File: src/rtl/fetch_if.sv
// Instruction-memory request/ack bus between fetch and imem.
// master: fetch side (req/addr out, ack/data in); slave: memory side.
interface fetch_if #(
  parameter int PC_WIDTH = 32,
  parameter int IWIDTH   = 32
);
  logic                f_o_imem_req;
  logic [PC_WIDTH-1:0] f_o_imem_addr;
  logic                f_i_imem_ack;
  logic [IWIDTH-1:0]   f_i_imem_data;

  modport master (
    output f_o_imem_req,
    output f_o_imem_addr,
    input  f_i_imem_ack,
    input  f_i_imem_data
  );

  modport slave (
    input  f_o_imem_req,
    input  f_o_imem_addr,
    output f_i_imem_ack,
    output f_i_imem_data
  );
endinterface

File: src/rtl/fetch.sv
// Instruction fetch stage: sequential PC, one-entry skid, redirect/flush.
// Ports: f_clk/f_rst, decoder stall/flush, redirect, imem bus, decoder outs.
module fetch #(
  parameter int                  PC_WIDTH = 32,
  parameter int                  IWIDTH   = 32,
  parameter logic [PC_WIDTH-1:0] RESET_PC = '0
) (
  input  logic                f_clk,
  input  logic                f_rst,
  input  logic                f_i_stall,
  input  logic                f_i_flush,
  input  logic                f_i_change_pc,
  input  logic [PC_WIDTH-1:0] f_i_new_pc,
  fetch_if.master             imem,
  output logic [IWIDTH-1:0]   f_o_instr,
  output logic [PC_WIDTH-1:0] f_o_pc,
  output logic                f_o_ce
);

  typedef enum logic [1:0] {
    IDLE,
    REQ,
    HOLD,
    DROP
  } state_t;

  localparam logic [PC_WIDTH-1:0] STEP = PC_WIDTH'(4);

  state_t              state;
  logic [PC_WIDTH-1:0] pc;
  logic [PC_WIDTH-1:0] skid_pc;
  logic [IWIDTH-1:0]   skid_instr;
  logic [PC_WIDTH-1:0] tgt;
  logic                ack;
  logic                unused_lsb;

  assign tgt        = {f_i_new_pc[PC_WIDTH-1:2], 2'b00};
  assign unused_lsb = ^f_i_new_pc[1:0];
  assign ack        = imem.f_i_imem_ack;

  assign imem.f_o_imem_req  = (state == REQ);
  assign imem.f_o_imem_addr = pc;

  always_ff @(posedge f_clk or posedge f_rst) begin
    if (f_rst) begin
      state      <= IDLE;
      pc         <= RESET_PC;
      skid_pc    <= '0;
      skid_instr <= '0;
      f_o_instr  <= '0;
      f_o_pc     <= '0;
      f_o_ce     <= 1'b0;
    end else if (f_i_change_pc) begin
      pc     <= tgt;
      f_o_ce <= 1'b0;
      unique case (state)
        // an unanswered request must have its ack swallowed
        REQ:     state <= ack ? REQ : DROP;
        DROP:    state <= ack ? REQ : DROP;
        default: state <= REQ;
      endcase
    end else if (f_i_flush) begin
      f_o_ce <= 1'b0;
      unique case (state)
        REQ: if (ack) pc <= pc + STEP;
        DROP: if (ack) state <= REQ;
        default: state <= REQ;
      endcase
    end else begin
      unique case (state)
        IDLE: state <= REQ;
        REQ: begin
          if (ack) begin
            pc <= pc + STEP;
            if (f_i_stall) begin
              skid_instr <= imem.f_i_imem_data;
              skid_pc    <= pc;
              state      <= HOLD;
            end else begin
              f_o_instr <= imem.f_i_imem_data;
              f_o_pc    <= pc;
              f_o_ce    <= 1'b1;
            end
          end else if (!f_i_stall) begin
            f_o_ce <= 1'b0;
          end
        end
        HOLD: begin
          if (!f_i_stall) begin
            f_o_instr <= skid_instr;
            f_o_pc    <= skid_pc;
            f_o_ce    <= 1'b1;
            state     <= REQ;
          end
        end
        DROP: if (ack) state <= REQ;
        default: state <= IDLE;
      endcase
    end
  end

endmodule

File: src/flat_wrapper.sv
// flat-port wrapper written by rule: the top's interface ports become plain ports
module fetch_flat 
#(
  parameter int                  PC_WIDTH = 32,
  parameter int                  IWIDTH   = 32,
  parameter logic [PC_WIDTH-1:0] RESET_PC = '0
)
  (f_clk, f_rst, f_i_stall, f_i_flush, f_i_change_pc, f_i_new_pc, f_o_instr, f_o_pc, f_o_ce, imem_f_o_imem_req, imem_f_o_imem_addr, imem_f_i_imem_ack, imem_f_i_imem_data);
  fetch_if #(.PC_WIDTH(PC_WIDTH), .IWIDTH(IWIDTH)) imem_i ();
  input  logic f_clk;
  input  logic f_rst;
  input  logic f_i_stall;
  input  logic f_i_flush;
  input  logic f_i_change_pc;
  input  logic [PC_WIDTH-1:0] f_i_new_pc;
  output logic [IWIDTH-1:0] f_o_instr;
  output logic [PC_WIDTH-1:0] f_o_pc;
  output logic f_o_ce;
  output wire logic [$bits(imem_i.f_o_imem_req)-1:0] imem_f_o_imem_req;
  output wire logic [$bits(imem_i.f_o_imem_addr)-1:0] imem_f_o_imem_addr;
  input wire logic [$bits(imem_i.f_i_imem_ack)-1:0] imem_f_i_imem_ack;
  input wire logic [$bits(imem_i.f_i_imem_data)-1:0] imem_f_i_imem_data;
  assign imem_f_o_imem_req = imem_i.f_o_imem_req;
  assign imem_f_o_imem_addr = imem_i.f_o_imem_addr;
  assign imem_i.f_i_imem_ack = imem_f_i_imem_ack;
  assign imem_i.f_i_imem_data = imem_f_i_imem_data;
  fetch #(.PC_WIDTH(PC_WIDTH), .IWIDTH(IWIDTH), .RESET_PC(RESET_PC)) u_core (.f_clk(f_clk), .f_rst(f_rst), .f_i_stall(f_i_stall), .f_i_flush(f_i_flush), .f_i_change_pc(f_i_change_pc), .f_i_new_pc(f_i_new_pc), .imem(imem_i), .f_o_instr(f_o_instr), .f_o_pc(f_o_pc), .f_o_ce(f_o_ce));
endmodule
File: config.mk
export PLATFORM = sky130hd
export DESIGN_NAME = fetch_flat
export DESIGN_NICKNAME = d
export VERILOG_FILES = /design/src/rtl/fetch_if.sv /design/src/rtl/fetch.sv /design/src/flat_wrapper.sv
export SDC_FILE = /design/constraint.sdc
export NUM_CORES = 1
export LEC_CHECK = 0
export CAP_MARGIN = 0
export CORE_UTILIZATION = 30
export CTS_BUF_LIST = sky130_fd_sc_hd__clkbuf_4 sky130_fd_sc_hd__clkbuf_8
export DETAILED_ROUTE_END_ITERATION = 6
export PLACE_DENSITY_LB_ADDON = 0.25
export SYNTH_ARGS = -nofsm -noshare
export SYNTH_HDL_FRONTEND = slang
export SYNTH_SLANG_ARGS = --single-unit
File: constraint.sdc
create_clock -name f_clk -period 6.5 [get_ports f_clk]
set_input_delay 1.3 -clock f_clk [delete_from_list [all_inputs] [get_ports f_clk]]
set_output_delay 1.3 -clock f_clk [all_outputs]
set_load 0.01 [all_outputs]
# == After elaboration in Yosys (flattened, before gate mapping) ==
# Cells that the tools add are included.
# totals
register_bits,163
input_bits,70
output_inout_bits,98
word_cells,59
# op_classes
addsub,1
n_eq_ne,11
n_mux,27
bitwise,2
reduce_logical,11
# ops
op,n
32-bit 2-to-1 mux,9
32-bit case mux with 2 select lines,2
32-bit by 3-bit adder with 32-bit output (second input constant),1
2-bit 2-to-1 mux,8
2-bit case mux with 4 select lines,1
3-bit inequality test (second input constant),2
6-bit AND reduction,1
2-bit nonzero test,3
1-bit 2-to-1 mux,5
5-bit by 4-bit inequality test with 1-bit output (second input constant),1
5-bit AND reduction,1
2-bit equality test (second input constant),2
2-bit inequality test (second input constant),2
4-bit inequality test (second input constant),1
2-bit case mux with 2 select lines,1
2-bit AND reduction,2
4-bit AND reduction,1
4-bit nonzero test,1
3-bit by 2-bit inequality test with 1-bit output (second input constant),1
2-bit by 1-bit equality test with 1-bit output (second input constant),1
2-bit zero test,1
2-bit by 1-bit inequality test with 1-bit output (second input constant),1
1-bit NOT,2
1-bit case mux with 2 select lines,1
2-bit OR reduction,1

# == Depth between registers and ports, before layout ==
# logic_depth
depth_word,5
ltp_mapped,9
mapped_depth_nobuf,6

# == Worst setup path after synthesis ==
# No wires, ideal clock.
# synth_timing
kind,input -> register
from,in imem_f_i_imem_ack
to,reg u_core.pc[29] (netlist: u_core.imem.f_o_imem_addr[29])
setup_ns,0.082
arrival_ns,2.863
t_required_ns,6.418
slack_ns,3.555
path_stages,6
cell_sequence,buf_2 > nand4_1 > or4_1 > buf_2 > or4_1 > a31oi_1
# synth_between
elab_chain_cells,2
# synth_lines
item,line,text
start: declaration,flat_wrapper.sv:21,input wire logic [$bits(imem_i.f_i_imem_ack)-1:0] imem_f_i_imem_ack;
2-bit nonzero test (no source line),n/a,
2-bit AND reduction (no source line),n/a,
end signal: assignment,fetch.sv:54,pc <= tgt;
end signal: assignment,fetch.sv:65,REQ: if (ack) pc <= pc + STEP;
end signal: assignment,fetch.sv:74,pc <= pc + STEP;
end: declaration,fetch.sv:30,logic [PC_WIDTH-1:0] pc;
# Every way passes these cells.
# A chain may end at the register's enable or synchronous reset.

# == Final worst setup path ==
# Same ends and word-level chain as after synthesis.

==> impl_metrics.tcl <==
set metrics [dict create \
    path_buf_inv 1 \
    cts_sinks 157 \
    htree_levels 4 \
    vias_per_cell 4.78 \
    cts_root_buf "clkbuf_8" \
    first_global_vias 5101 \
    grt_max_degree 95 \
    tightest_slew_ns 0.971 \
    min_period_over_period_pct 53.0 \
    drt-wirelength-per-cell_um 15.5 \
    cp-startpoint "imem_f_i_imem_ack" \
    synth_edf_count 0 \
    finish.net_count 860 \
    antenna_found_initial 0 \
    yosysTopAreaCell "dfrtp_1" \
    async_flop_share_pct 100 \
    vias 5306 \
    power.total_mw 3.68 \
    status "finished clean" \
    setup_viol 0 \
    synthTopCellsByArea "dfrtp_1, mux2_2, mux2i_1" \
    ys_seq_area_share_pct 55.3 \
    period_minus_slack_ns 3.45 \
    synth_seq_cells 157 \
    power_density_nw_per_um2 390 \
    synth_flop_cell "dfrtp_1" \
    start_kind "input port" \
    yosys-top-cells-count "dfrtp_1, nor2_1, a21oi_1" \
    critPathMaxStageDelay_ns 0.82 \
    core_um2 22900 \
    cp_top_family "simple AND/OR/NAND/NOR gates" \
    drc 0 \
    ir_worst_vdd_mv 0.149 \
    netlist-cell-type-count 36 \
    syn2layout_area_growth_pct 33.0 \
    syn_area_per_cell_um2 11.1 \
    cp-endpoint "u_core.imem.f_o_imem_addr[29]" \
    clockBufferDepth 2 \
    r2r_setup_slack_ns 3.65 \
    rsz0062_at_grt "false" \
    postCtsHoldBufs 0 \
    p_leak_nw 3.74 \
    crit_path_end_kind "flip-flop" \
    std_cell_rows 55 \
    reg2regPathDepth 6 \
    cts_setup_buffers 0 \
    die_height_um 156 \
    worstPathRequired_ns 6.87 \
    die_area_um2 24300 \
    clock_skew_ns 0.0153 \
    max_freq_ghz 0.290 \
    io_buffers 161 \
    grt-ovfl-total 0 \
    track_usage_pct 14.7 \
    drt_iter0_markers 280 \
    path_common_cell "or4_1" \
    cp_slowest_cell "or4_1" \
    worstPathCellList "clkdlybuf4s50_1 > nand4_1 > or4_1 > or4_1 > a31oi_1" \
    yosysMostFrequentCell "dfrtp_1" \
    start_util_pct 31.0 \
    dpl.hpwl_mm 11.3 \
    yosysWarnings 0 \
    clock_latency_ns 0.45 \
    yosys.area.top_type_share_pct 55.3 \
    antenna_left 0 \
    wl_mm 17.2 \
    cts_buffers 17 \
    hold_viol 0 \
    cts_resized 0 \
    syn_area_um2 7100 \
    worst_ep_arrival_time_ns 3.82 \
    regToRegStartpoint "u_core.state[1]" \
    maxCapViolCount 0 \
    dr.pass1.iters 4 \
    gp_congestion 0.734 \
    drv_slew 0 \
    drive_gt1_share_pct 13.0 \
    cp.depth 5 \
    reg2reg_to "u_core.imem.f_o_imem_addr[29]" \
    cp_max_fo 18 \
    tritoncts "done" \
    final.setup.tns_ns 0 \
    clk_pin_slew_ns 0.09 \
    netlist_instances 641 \
    dieWidth_um 156 \
    hold_path.class "reg2reg" \
    grt_pass1_wl_mm 27.7 \
    design.portCount 168 \
    slew_headroom_pct 35.3 \
    crit_type "in2reg" \
    diodes 0 \
]
worst min path at each step:
stage / from / end / slack [ns] / cells past startpoint
CTS: u_core.skid_pc[26] / u_core.skid_pc[26] / 0.49 / 2
global route: u_core.skid_pc[26] / u_core.skid_pc[26] / 0.51 / 2
floorplan: u_core.skid_pc[14] / u_core.skid_pc[14] / 0.45 / 2
global placement: u_core.skid_pc[14] / u_core.skid_pc[14] / 0.46 / 2
detailed placement: u_core.skid_pc[30] / u_core.skid_pc[30] / 0.47 / 2
finish: u_core.skid_pc[26] / u_core.skid_pc[26] / 0.48 / 2
registers in the layout (all words and copies together), names as in the netlist:
register and cells:
u_core.f_o_pc 30, u_core.f_o_instr 32, u_core.f_o_ce 1, u_core.imem.f_o_imem_addr 30, u_core.skid_pc 30, u_core.skid_instr 32, u_core.state 2
stage by stage:
stage	area [µm²]	worst slack, ns	hold WS, ns	utilization, %	cells
global route	9440	2.95	0.508	41.2	1111
floorplan	7110	0.965	0.450	-	644
finish	9440	3.05	0.482	41.2	1111
global placement	9000	2.62	0.461	39.3	1079
detailed placement	9000	2.59	0.470	39.3	1079
CTS	9440	3.10	0.489	41.2	1111
report_power, final:
part	total [mW]	leakage, nW	switching, mW	internal, mW
Sequential	1.61	1.85	0.232	1.38
Combinational	1.26	1.68	0.524	0.737
Clock	0.808	0.215	0.382	0.426
cell families (layout without fill, tap and decap cells):
family          after synthesis  count (layout)  share of synthesized area (%)
compound gates              120             120                           9.52
other cells                   1               4                         0.0528
xor+xnor                     12              12                           1.48
simple gates                168             168                           11.2
mux                         121             121                           18.1
flops                       157             157                           55.3
fa+ha+maj                     5               5                          0.881
buf+inv                      57             211                           3.42
worst min-delay path: stages, from the launching register on:
cell,delay [ns]
dfrtp_1,0.35
nand2_1,0.05
o21ai_0,0.06
final cells by class:
type,instances,area (µm²)
fillers,2257,13500
well taps,313,392
inverters,10,42.5
clock buffers,21,289
multi-input cells,430,2960
flip-flops and latches,157,3930
repair buffers,169,1670
clock inverters,11,156
layer usage:
metal | track usage, % | vias to the layer above | wire length, µm
li1 | - | 2555 | -
met1 | 20.8 | 2591 | 8550
met2 | 21.7 | 139 | 7570
met3 | 3.39 | 21 | 832
met4 | 5.51 | 0 | 277
met5 | 0 | - | 0
cell usage in the layout, fill, tap and decap left out, types with 3 or more instances in the layout:
master             n
xnor2_1            6
a31oi_1           13
o211ai_1           4
inv_1              9
xor2_1             6
conb_1             4
ha_1               4
and4_1             3
clkbuf_8          21
or4_1             18
nor2_1            78
or3_1              3
nand4_1            9
inv_6              3
clkinv_4           3
buf_4              8
and3_1             3
mux2i_1           63
o31ai_1           10
bufinv_16          3
mux2_2            58
a21oi_1           65
nand2_1           35
o21ai_0           22
clkinvlp_4         3
nand3_1           10
clkdlybuf4s50_1  161
dfrtp_1          157
Note: power is estimated with default switching activity, not from simulation.
